File: src/rtl/ones_frame_accum_if.sv
// Handshake bundle between the ones-counter stage, the frame accumulator and
// the frame-statistics consumer.
interface ones_frame_accum_if #(
  parameter int CW    = 3,
  parameter int SUM_W = 6
);
  logic [CW-1:0]    count_in;
  logic             in_valid;
  logic             in_ready;
  logic             flush;
  logic [SUM_W-1:0] sum_out;
  logic [CW-1:0]    max_out;
  logic [3:0]       len_out;
  logic             out_valid;
  logic             out_ready;

  modport slave (
    input  count_in, in_valid, flush, out_ready,
    output in_ready, sum_out, max_out, len_out, out_valid
  );

  modport master (
    output count_in, in_valid, flush, out_ready,
    input  in_ready, sum_out, max_out, len_out, out_valid
  );
endinterface

File: src/rtl/ones_frame_accum.sv
// Groups per-word ones counts into frames and reports sum, max and length
// of each frame; the producer is stalled while a result waits for the consumer.
module ones_frame_accum #(
  parameter int CW    = 3,
  parameter int FRAME = 8,
  parameter int SUM_W = 6
) (
  input  logic               clk,
  input  logic               rst_n,
  ones_frame_accum_if.slave  bus
);
  typedef enum logic {ACCUM, HOLD} state_e;

  state_e           state_q, state_d;
  logic [3:0]       idx_q, idx_d, len_q, len_d;
  logic [SUM_W-1:0] run_sum_q, run_sum_d, sum_q, sum_d;
  logic [CW-1:0]    run_max_q, run_max_d, max_q, max_d;
  logic             out_valid_q, out_valid_d, in_ready_q, in_ready_d;

  logic             accept, frame_end;
  logic [SUM_W-1:0] sum_nxt;
  logic [CW-1:0]    max_nxt;
  logic [3:0]       idx_nxt;

  // in_ready_q comes out of reset high; gating keeps it low while reset is held
  assign bus.in_ready  = in_ready_q & rst_n;
  assign bus.out_valid = out_valid_q;
  assign bus.sum_out   = sum_q;
  assign bus.max_out   = max_q;
  assign bus.len_out   = len_q;

  assign accept = bus.in_valid & bus.in_ready;

  always_comb begin
    sum_nxt   = run_sum_q + (accept ? SUM_W'(bus.count_in) : '0);
    max_nxt   = (accept && (bus.count_in > run_max_q)) ? bus.count_in : run_max_q;
    idx_nxt   = idx_q + {3'b000, accept};
    // flush counts the word accepted alongside it, so empty frames never close
    frame_end = (state_q == ACCUM) &&
                ((accept && (idx_q == 4'(FRAME - 1))) || (bus.flush && (idx_nxt != 4'd0)));

    state_d     = state_q;
    idx_d       = idx_q;
    run_sum_d   = run_sum_q;
    run_max_d   = run_max_q;
    sum_d       = sum_q;
    max_d       = max_q;
    len_d       = len_q;
    out_valid_d = out_valid_q;
    in_ready_d  = in_ready_q;

    case (state_q)
      ACCUM: begin
        if (frame_end) begin
          sum_d       = sum_nxt;
          max_d       = max_nxt;
          len_d       = idx_nxt;
          run_sum_d   = '0;
          run_max_d   = '0;
          idx_d       = 4'd0;
          out_valid_d = 1'b1;
          in_ready_d  = 1'b0;
          state_d     = HOLD;
        end else begin
          run_sum_d = sum_nxt;
          run_max_d = max_nxt;
          idx_d     = idx_nxt;
        end
      end
      HOLD: begin
        if (out_valid_q && bus.out_ready) begin
          out_valid_d = 1'b0;
          in_ready_d  = 1'b1;
          state_d     = ACCUM;
        end
      end
      default: state_d = ACCUM;
    endcase
  end

  always_ff @(posedge clk) begin
    if (!rst_n) begin
      state_q     <= ACCUM;
      idx_q       <= 4'd0;
      run_sum_q   <= '0;
      run_max_q   <= '0;
      sum_q       <= '0;
      max_q       <= '0;
      len_q       <= 4'd0;
      out_valid_q <= 1'b0;
      in_ready_q  <= 1'b1;
    end else begin
      state_q     <= state_d;
      idx_q       <= idx_d;
      run_sum_q   <= run_sum_d;
      run_max_q   <= run_max_d;
      sum_q       <= sum_d;
      max_q       <= max_d;
      len_q       <= len_d;
      out_valid_q <= out_valid_d;
      in_ready_q  <= in_ready_d;
    end
  end
endmodule

File: src/flat_wrapper.sv
// flat-port wrapper written by rule: the top's interface ports become plain ports
module ones_frame_accum_flat 
#(
  parameter int CW    = 3,
  parameter int FRAME = 8,
  parameter int SUM_W = 6
)
  (clk, rst_n, bus_count_in, bus_in_valid, bus_flush, bus_out_ready, bus_in_ready, bus_sum_out, bus_max_out, bus_len_out, bus_out_valid);
  ones_frame_accum_if #(.CW(CW), .SUM_W(SUM_W)) bus_i ();
  input  logic clk;
  input  logic rst_n;
  input wire logic [$bits(bus_i.count_in)-1:0] bus_count_in;
  input wire logic [$bits(bus_i.in_valid)-1:0] bus_in_valid;
  input wire logic [$bits(bus_i.flush)-1:0] bus_flush;
  input wire logic [$bits(bus_i.out_ready)-1:0] bus_out_ready;
  output wire logic [$bits(bus_i.in_ready)-1:0] bus_in_ready;
  output wire logic [$bits(bus_i.sum_out)-1:0] bus_sum_out;
  output wire logic [$bits(bus_i.max_out)-1:0] bus_max_out;
  output wire logic [$bits(bus_i.len_out)-1:0] bus_len_out;
  output wire logic [$bits(bus_i.out_valid)-1:0] bus_out_valid;
  assign bus_i.count_in = bus_count_in;
  assign bus_i.in_valid = bus_in_valid;
  assign bus_i.flush = bus_flush;
  assign bus_i.out_ready = bus_out_ready;
  assign bus_in_ready = bus_i.in_ready;
  assign bus_sum_out = bus_i.sum_out;
  assign bus_max_out = bus_i.max_out;
  assign bus_len_out = bus_i.len_out;
  assign bus_out_valid = bus_i.out_valid;
  ones_frame_accum #(.CW(CW), .FRAME(FRAME), .SUM_W(SUM_W)) u_core (.clk(clk), .rst_n(rst_n), .bus(bus_i));
endmodule
File: config.mk
export PLATFORM = sky130hd
export DESIGN_NAME = ones_frame_accum_flat
export DESIGN_NICKNAME = d
export VERILOG_FILES = /design/src/rtl/ones_frame_accum_if.sv /design/src/rtl/ones_frame_accum.sv /design/src/flat_wrapper.sv
export SDC_FILE = /design/constraint.sdc
export NUM_CORES = 1
export LEC_CHECK = 0
export ABC_AREA = 1
export BUFFER_PORTS_ARGS = -buffer_cell sky130_fd_sc_hd__buf_2
export CELL_PAD_IN_SITES_DETAIL_PLACEMENT = 0
export CELL_PAD_IN_SITES_GLOBAL_PLACEMENT = 1
export CORE_MARGIN = 3
export CORE_UTILIZATION = 38
export CTS_CLUSTER_SIZE = 16
export DETAILED_ROUTE_END_ITERATION = 10
export PLACE_DENSITY = 0.81
export SETUP_SLACK_MARGIN = 0.02
export SLEW_MARGIN = 15
export SYNTH_ARGS = -nofsm -noshare
export SYNTH_HDL_FRONTEND = slang
export SYNTH_SLANG_ARGS = --single-unit
export TNS_END_PERCENT = 100
File: constraint.sdc
create_clock -name clk -period 2.95 [get_ports clk]
set_input_delay 0.7375 -clock clk [delete_from_list [all_inputs] [get_ports clk]]
set_output_delay 0.7375 -clock clk [all_outputs]
set_load 0.005 [all_outputs]
# Word-level counts from Yosys, hierarchy flattened
# Index checks and enable logic that the tools add are counted.
dict set report op_classes {
  add_sub_neg 2
  order_cmp 1
  n_eq_ne 3
  mux 14
  bitwise_logic 3
  reduce_logical 9
}
# cell n
set op_table {}
lappend op_table {{two-way mux 3 bit} 3}
lappend op_table {{adder 6 bit} 1}
lappend op_table {{two-way mux 1 bit} 6}
lappend op_table {{two-way mux 6 bit} 1}
lappend op_table {{one-hot mux 1 bit (2 select lines)} 3}
lappend op_table {{logical AND 1 bit} 5}
lappend op_table {{adder 4 x 1 -> 4 bit} 1}
lappend op_table {{== test 4 x 3 -> 1 bit (second input constant)} 1}
lappend op_table {{two-way mux 4 bit} 1}
lappend op_table {{AND reduction 2 bit} 2}
lappend op_table {{nonzero test 4 bit} 1}
lappend op_table {{greater-than comparator 3 bit} 1}
lappend op_table {{AND 1 bit} 2}
lappend op_table {{!= test 2 x 1 -> 1 bit (second input constant)} 1}
lappend op_table {{!= test 2 bit (second input constant)} 1}
lappend op_table {{logical OR 1 bit} 1}
lappend op_table {{inverter 1 bit} 1}
dict set report totals {
  register_bits 29
  elab_cells 41
}

# Depth between registers and ports, before layout
dict set report depth {
  word_depth 9
  depth_mapped 16
  depth_no_buf 15
}

# Worst setup path before layout
# OpenSTA, ideal clock, no wires.
dict set report synth_path {
  path_kind {input to register}
  startpoint {input port rst_n}
  endpoint {register u_core.len_q[3] (netlist: u_core.bus.len_out[3])}
  setup_ns 0.115
  arrival_time_ns 2.196
  t_required_ns 2.835
  slack_ns 0.639
  path_stages 13
  n_path_buf 1
  cell_sequence {nand2_1 > inv_2 > nand2_2 > inv_2 > ha_1 > ha_1 > nor2_1 > nand3_2 > o21bai_2 > nand2_2 > buf_2 > a21oi_1 > nor2_1}
}
dict set report synth_between {
  elab_chain_cells 8
}
# element line_no
set synth_lines {}
lappend synth_lines {{start, declared} flat_wrapper.sv:11} ;# input logic rst_n;
lappend synth_lines {{AND 1 bit} ones_frame_accum.sv:26} ;# assign bus.in_ready = in_ready_q & rst_n;
lappend synth_lines {{via bus_in_ready} flat_wrapper.sv:16} ;# output wire logic [$bits(bus_i.in_ready)-1:0] bus_in_ready;
lappend synth_lines {{AND 1 bit} ones_frame_accum.sv:32} ;# assign accept = bus.in_valid & bus.in_ready;
lappend synth_lines {{adder 4 x 1 -> 4 bit} ones_frame_accum.sv:37} ;# idx_nxt = idx_q + {3'b000, accept};
lappend synth_lines {{via u_core.idx_nxt[1]} ones_frame_accum.sv:23} ;# logic [3:0] idx_nxt;
lappend synth_lines {{nonzero test 4 bit} ones_frame_accum.sv:40} ;# ((accept && (idx_q == 4'(FRAME - 1))) || (bus.flush && (idx_nxt != 4'd0)));
lappend synth_lines {{logical AND 1 bit} ones_frame_accum.sv:40}
lappend synth_lines {{logical OR 1 bit} ones_frame_accum.sv:40}
lappend synth_lines {{logical AND 1 bit} ones_frame_accum.sv:39} ;# frame_end = (state_q == ACCUM) &&
lappend synth_lines {{AND reduction 2 bit (no source line)} -}
lappend synth_lines {{end signal, assigned} ones_frame_accum.sv:99} ;# len_q <= len_d;
lappend synth_lines {{end, declared} ones_frame_accum.sv:15} ;# logic [3:0] idx_q, idx_d, len_q, len_d;
# The timed path passes the listed nets, and every way through them passes these cells.
# A chain may end at the register's enable or synchronous reset.

# Worst setup path after layout
dict set report layout_path {
  startpoint {input port rst_n}
  endpoint {register u_core.run_sum_q[0]}
}
dict set report layout_between {
  elab_chain_cells 8
}
# element line_no
set layout_lines {}
lappend layout_lines {{AND 1 bit} ones_frame_accum.sv:26}
lappend layout_lines {{AND 1 bit} ones_frame_accum.sv:32}
lappend layout_lines {{adder 4 x 1 -> 4 bit} ones_frame_accum.sv:37}
lappend layout_lines {{via u_core.idx_nxt[1]} ones_frame_accum.sv:23}
lappend layout_lines {{nonzero test 4 bit} ones_frame_accum.sv:40}
lappend layout_lines {{logical AND 1 bit} ones_frame_accum.sv:40}
lappend layout_lines {{logical OR 1 bit} ones_frame_accum.sv:40}
lappend layout_lines {{logical AND 1 bit} ones_frame_accum.sv:39}
lappend layout_lines {{two-way mux 6 bit} ones_frame_accum.sv:54} ;# if (frame_end) begin
lappend layout_lines {{end signal, assigned} ones_frame_accum.sv:95} ;# run_sum_q <= run_sum_d;
lappend layout_lines {{end, declared} ones_frame_accum.sv:16} ;# logic [SUM_W-1:0] run_sum_q, run_sum_d, sum_q, sum_d;
# The timed path passes the listed nets, and every way through them passes these cells.

==> run_results.csv <==
group,metric,value,unit
clock_network,numCtsBuffers,5,
floorplan,core_area,0.003771,mm²
floorplan,io_pins,23,
setup_path,cpPeakStageDelay,0.32,ns
power,finalPower,0.001651,W
placement,gp_congestion,0.8135,
synth,synth_cell_type_count,25,
cells_and_area,drive_gt1_share,19.34,%
sta,rsz0062_at_grt,"false",
sta,finalSetupViolCount,0,
drt,wl,3.151,mm
cells_and_area,area_growth,15.11,%
synth,syn-num-nets,237,
clock_network,tritoncts,"done",
placement,pre_cts_ws,0.3115,ns
sta,drv_slew,0,
setup_path,worstSetupPathType,"input port to flop",
power,clkPwrFrac,21.7,%
synth,syn_avg_cell_area,7.001,µm²
clock_network,cts.sinks,29,
setup_path,critPathTopFamily,"simple AND/OR/NAND/NOR gates",
clock_network,cts_root_buf,"clkbuf_8",
placement,hpwl,2.269,mm
clock_network,ctsHoldBuffers,0,
global_route,grt_max_degree,38,
global_route,overflow,0,
drt,num_vias,1356,
global_route,antenna_found_initial,0,
drt,post_drt_wl_per_cell,10.83,µm
drt,first_pass_iters,4,
drt,drt_iter0_markers,105,
clock_network,clockBufferDepth,2,
floorplan,dieArea,0.004853,mm²
run,cap_violations,0,
clock_network,post-cts-setup-buffers,0,
cells_and_area,final_common_cell,"nand2_1",
power,leakage,0.9060,nW
sta,fmax,426.8,MHz
sta,worst-slew-pin-transition,0.6356,ns
cells_and_area,fin_cells,291,
placement,numPortBuffers,22,
synth,ys_seq_area_share,37.69,%
synth,yosysWarnings,0,
clock_network,h-tree-depth,2,
sta,fin_ws,0.6067,ns
synth,ys_ff_latch,29,
floorplan,fp.dieH,69.67,µm
synth,synth_area,0.001540,mm²
setup_path,crit_top_cell,"nand2_2",
power,pwr_density_cell,931.1,mW/mm²
power,comb_power_share,41.3,%
setup_path,startpoint_type,"input port",
global_route,grt_pass1_wl,5.395,mm
cells_and_area,fillers,401,
sta,fin_skew,0.003000,ns
drt,drtAntennaViolNets,0,
drt,drc,0,
global_route,grt_pass1_vias,1207,
sta,period_minus_slack,2.343,ns
cells_and_area,multiInputGateArea,803.3,µm²
cells_and_area,final_cell_mix,"nand2_1, nor2_1, dfxtp_1, inv_1, buf_2",
cells_and_area,antennaDiodeCount,0,
floorplan,start_util,40.84,%
floorplan,floorplan.rows,22,
hold_path,hold_path_class,"flop to flop",
sta,period_share,79.43,%
setup_path,critPathBufInv,3,
power,seq_power_share,37.0,%
sta,tns,0,ns
cells_and_area,nNetsFinal,259,
global_route,grt_use_total,13.75,%
clock_network,post_cts_resized,0,
setup_path,path_max_fanout,11,
placement,placed_cells,283,
synth,postSynthCellCount,220,
power,switching_share,39.25,%
power,internal_power,0.001003,W
outcome,outcome,"finished, final reports clean",
floorplan,die_w,69.67,µm
clock_network,clk_pin_slew,0.06,ns
sta,final_hold_viol_count,0,
setup_path,required,3.16,ns
power,vdd_ir_drop_max,0.5022,mV
sta,relSlewSlack,57.57,%
clock_network,clock_latency,0.28,ns
power,switching_power,0.0006480,W
drt,avgViaCountPerCell,4.660,
setup_path,path_cells,"buf_2, nand2_1, inv_2, nand2_2, inv_2, ha_1, ha_1, nor2_1, nand3_2, o21bai_2, nand2_2, nand2_2, nand2_2, a21oi_1",
setup_path,cp_slowest_cell,"ha_1",
setup_path,arrival,2.56,ns
setup_path,endpoint_kind,"flop",
cells_and_area,seq_area,580.6,µm²
==> state kept, by name, indices dropped and copies added (netlist names) <==
signal / count
u_core.bus.sum_out: 6
u_core.run_sum_q: 6
u_core.bus.len_out: 4
u_core.idx_q: 4
u_core.bus.max_out: 3
u_core.run_max_q: 3
u_core.bus.out_valid: 1
u_core.in_ready_q: 1
u_core.state_q: 1
==> synth_stat cells <==
cell	n	area share (%)
inv_1	23	5.6
nand2_2	5	2.0
clkinv_2	1	0.32
buf_6	2	1.5
o21ai_0	9	2.9
buf_2	4	1.3
a21oi_2	4	2.3
nand4_1	2	0.81
o21bai_1	1	0.49
nand3_1	10	3.2
a21oi_1	14	4.5
inv_2	3	0.73
xnor2_1	1	0.57
o21ai_1	4	1.3
fa_1	1	1.3
buf_1	2	0.49
xor2_1	2	1.1
dfxtp_1	29	38
nand2_1	55	13
clkbuf_1	1	0.24
ha_1	8	6.5
nand3b_1	5	2.4
o21bai_2	1	0.73
nand3_2	1	0.65
nor2_1	32	7.8
==> final timing paths <==
kind	from	to	slack, ns	cells past startpoint
worst max-delay path	rst_n	u_core.run_sum_q[0]	0.61	14
worst min-delay path	u_core.in_ready_q	u_core.in_ready_q	0.46	2
worst max register to register	u_core.in_ready_q	u_core.run_sum_q[0]	0.84	13
worst min register to register	u_core.in_ready_q	u_core.in_ready_q	0.46	2
==> per-stage QoR <==
step	instance area (µm²)	hold slack (ns)	utilization (%)
after floorplan	1540	0.4187	-
after global placement	1672	0.4485	44.33
after detailed placement	1672	0.4531	44.33
after CTS	1773	0.4681	47.01
after global routing	1773	0.4803	47.01
final	1773	0.4621	47.01
==> cell type report <==
| type | count | share of cell area, % |
|---|---|---|
| Multi-Input combinational cell | 155 | 45.31 |
| Sequential cell | 29 | 32.75 |
| Timing Repair Buffer | 24 | 7.057 |
| Inverter | 27 | 5.787 |
| Clock buffer | 7 | 5.434 |
| Tap cell | 48 | 3.387 |
| Clock inverter | 1 | 0.2823 |
==> power groups by stage <==
stage	logic [W]	registers, W	clock network, W
floorplan	0.000539	0.000605	0
finish	0.000682	0.000610	0.000359
global route	0.000790	0.000627	0.000387
CTS	0.000689	0.000612	0.000373
global placement	0.000684	0.000616	0
detailed placement	0.000686	0.000619	0
==> metal layers <==
metal	vias to the layer above	wire [µm]	GRT usage [%]
li1	733	-	-
met1	583	1552	18.12
met2	30	1343	19.92
met3	10	180	4.493
met4	0	74	7.021
met5	-	0	0
==> worst register-to-register path, stage by stage (launching register included) <==
cell,delay (ns)
dfxtp_1,0.32
nand2_1,0.07
inv_2,0.04
nand2_2,0.10
inv_2,0.05
ha_1,0.20
ha_1,0.32
nor2_1,0.13
nand3_2,0.09
o21bai_2,0.14
nand2_2,0.07
nand2_2,0.18
nand2_2,0.18
a21oi_1,0.15
==> kinds of logic (layout without fill, tap and decap cells) <==
family	Yosys count	after routing	synth area share, %
DFF	29	29	37.69
and+or+nand+nor	110	110	30.38
xor gates and xnor gates	3	3	1.706
AOI/OAI and AO/OA	33	33	12.27
buffers and inverters	36	59	10.15
adders and majority gates	9	9	7.799
Power figures use the tool's default switching activity.
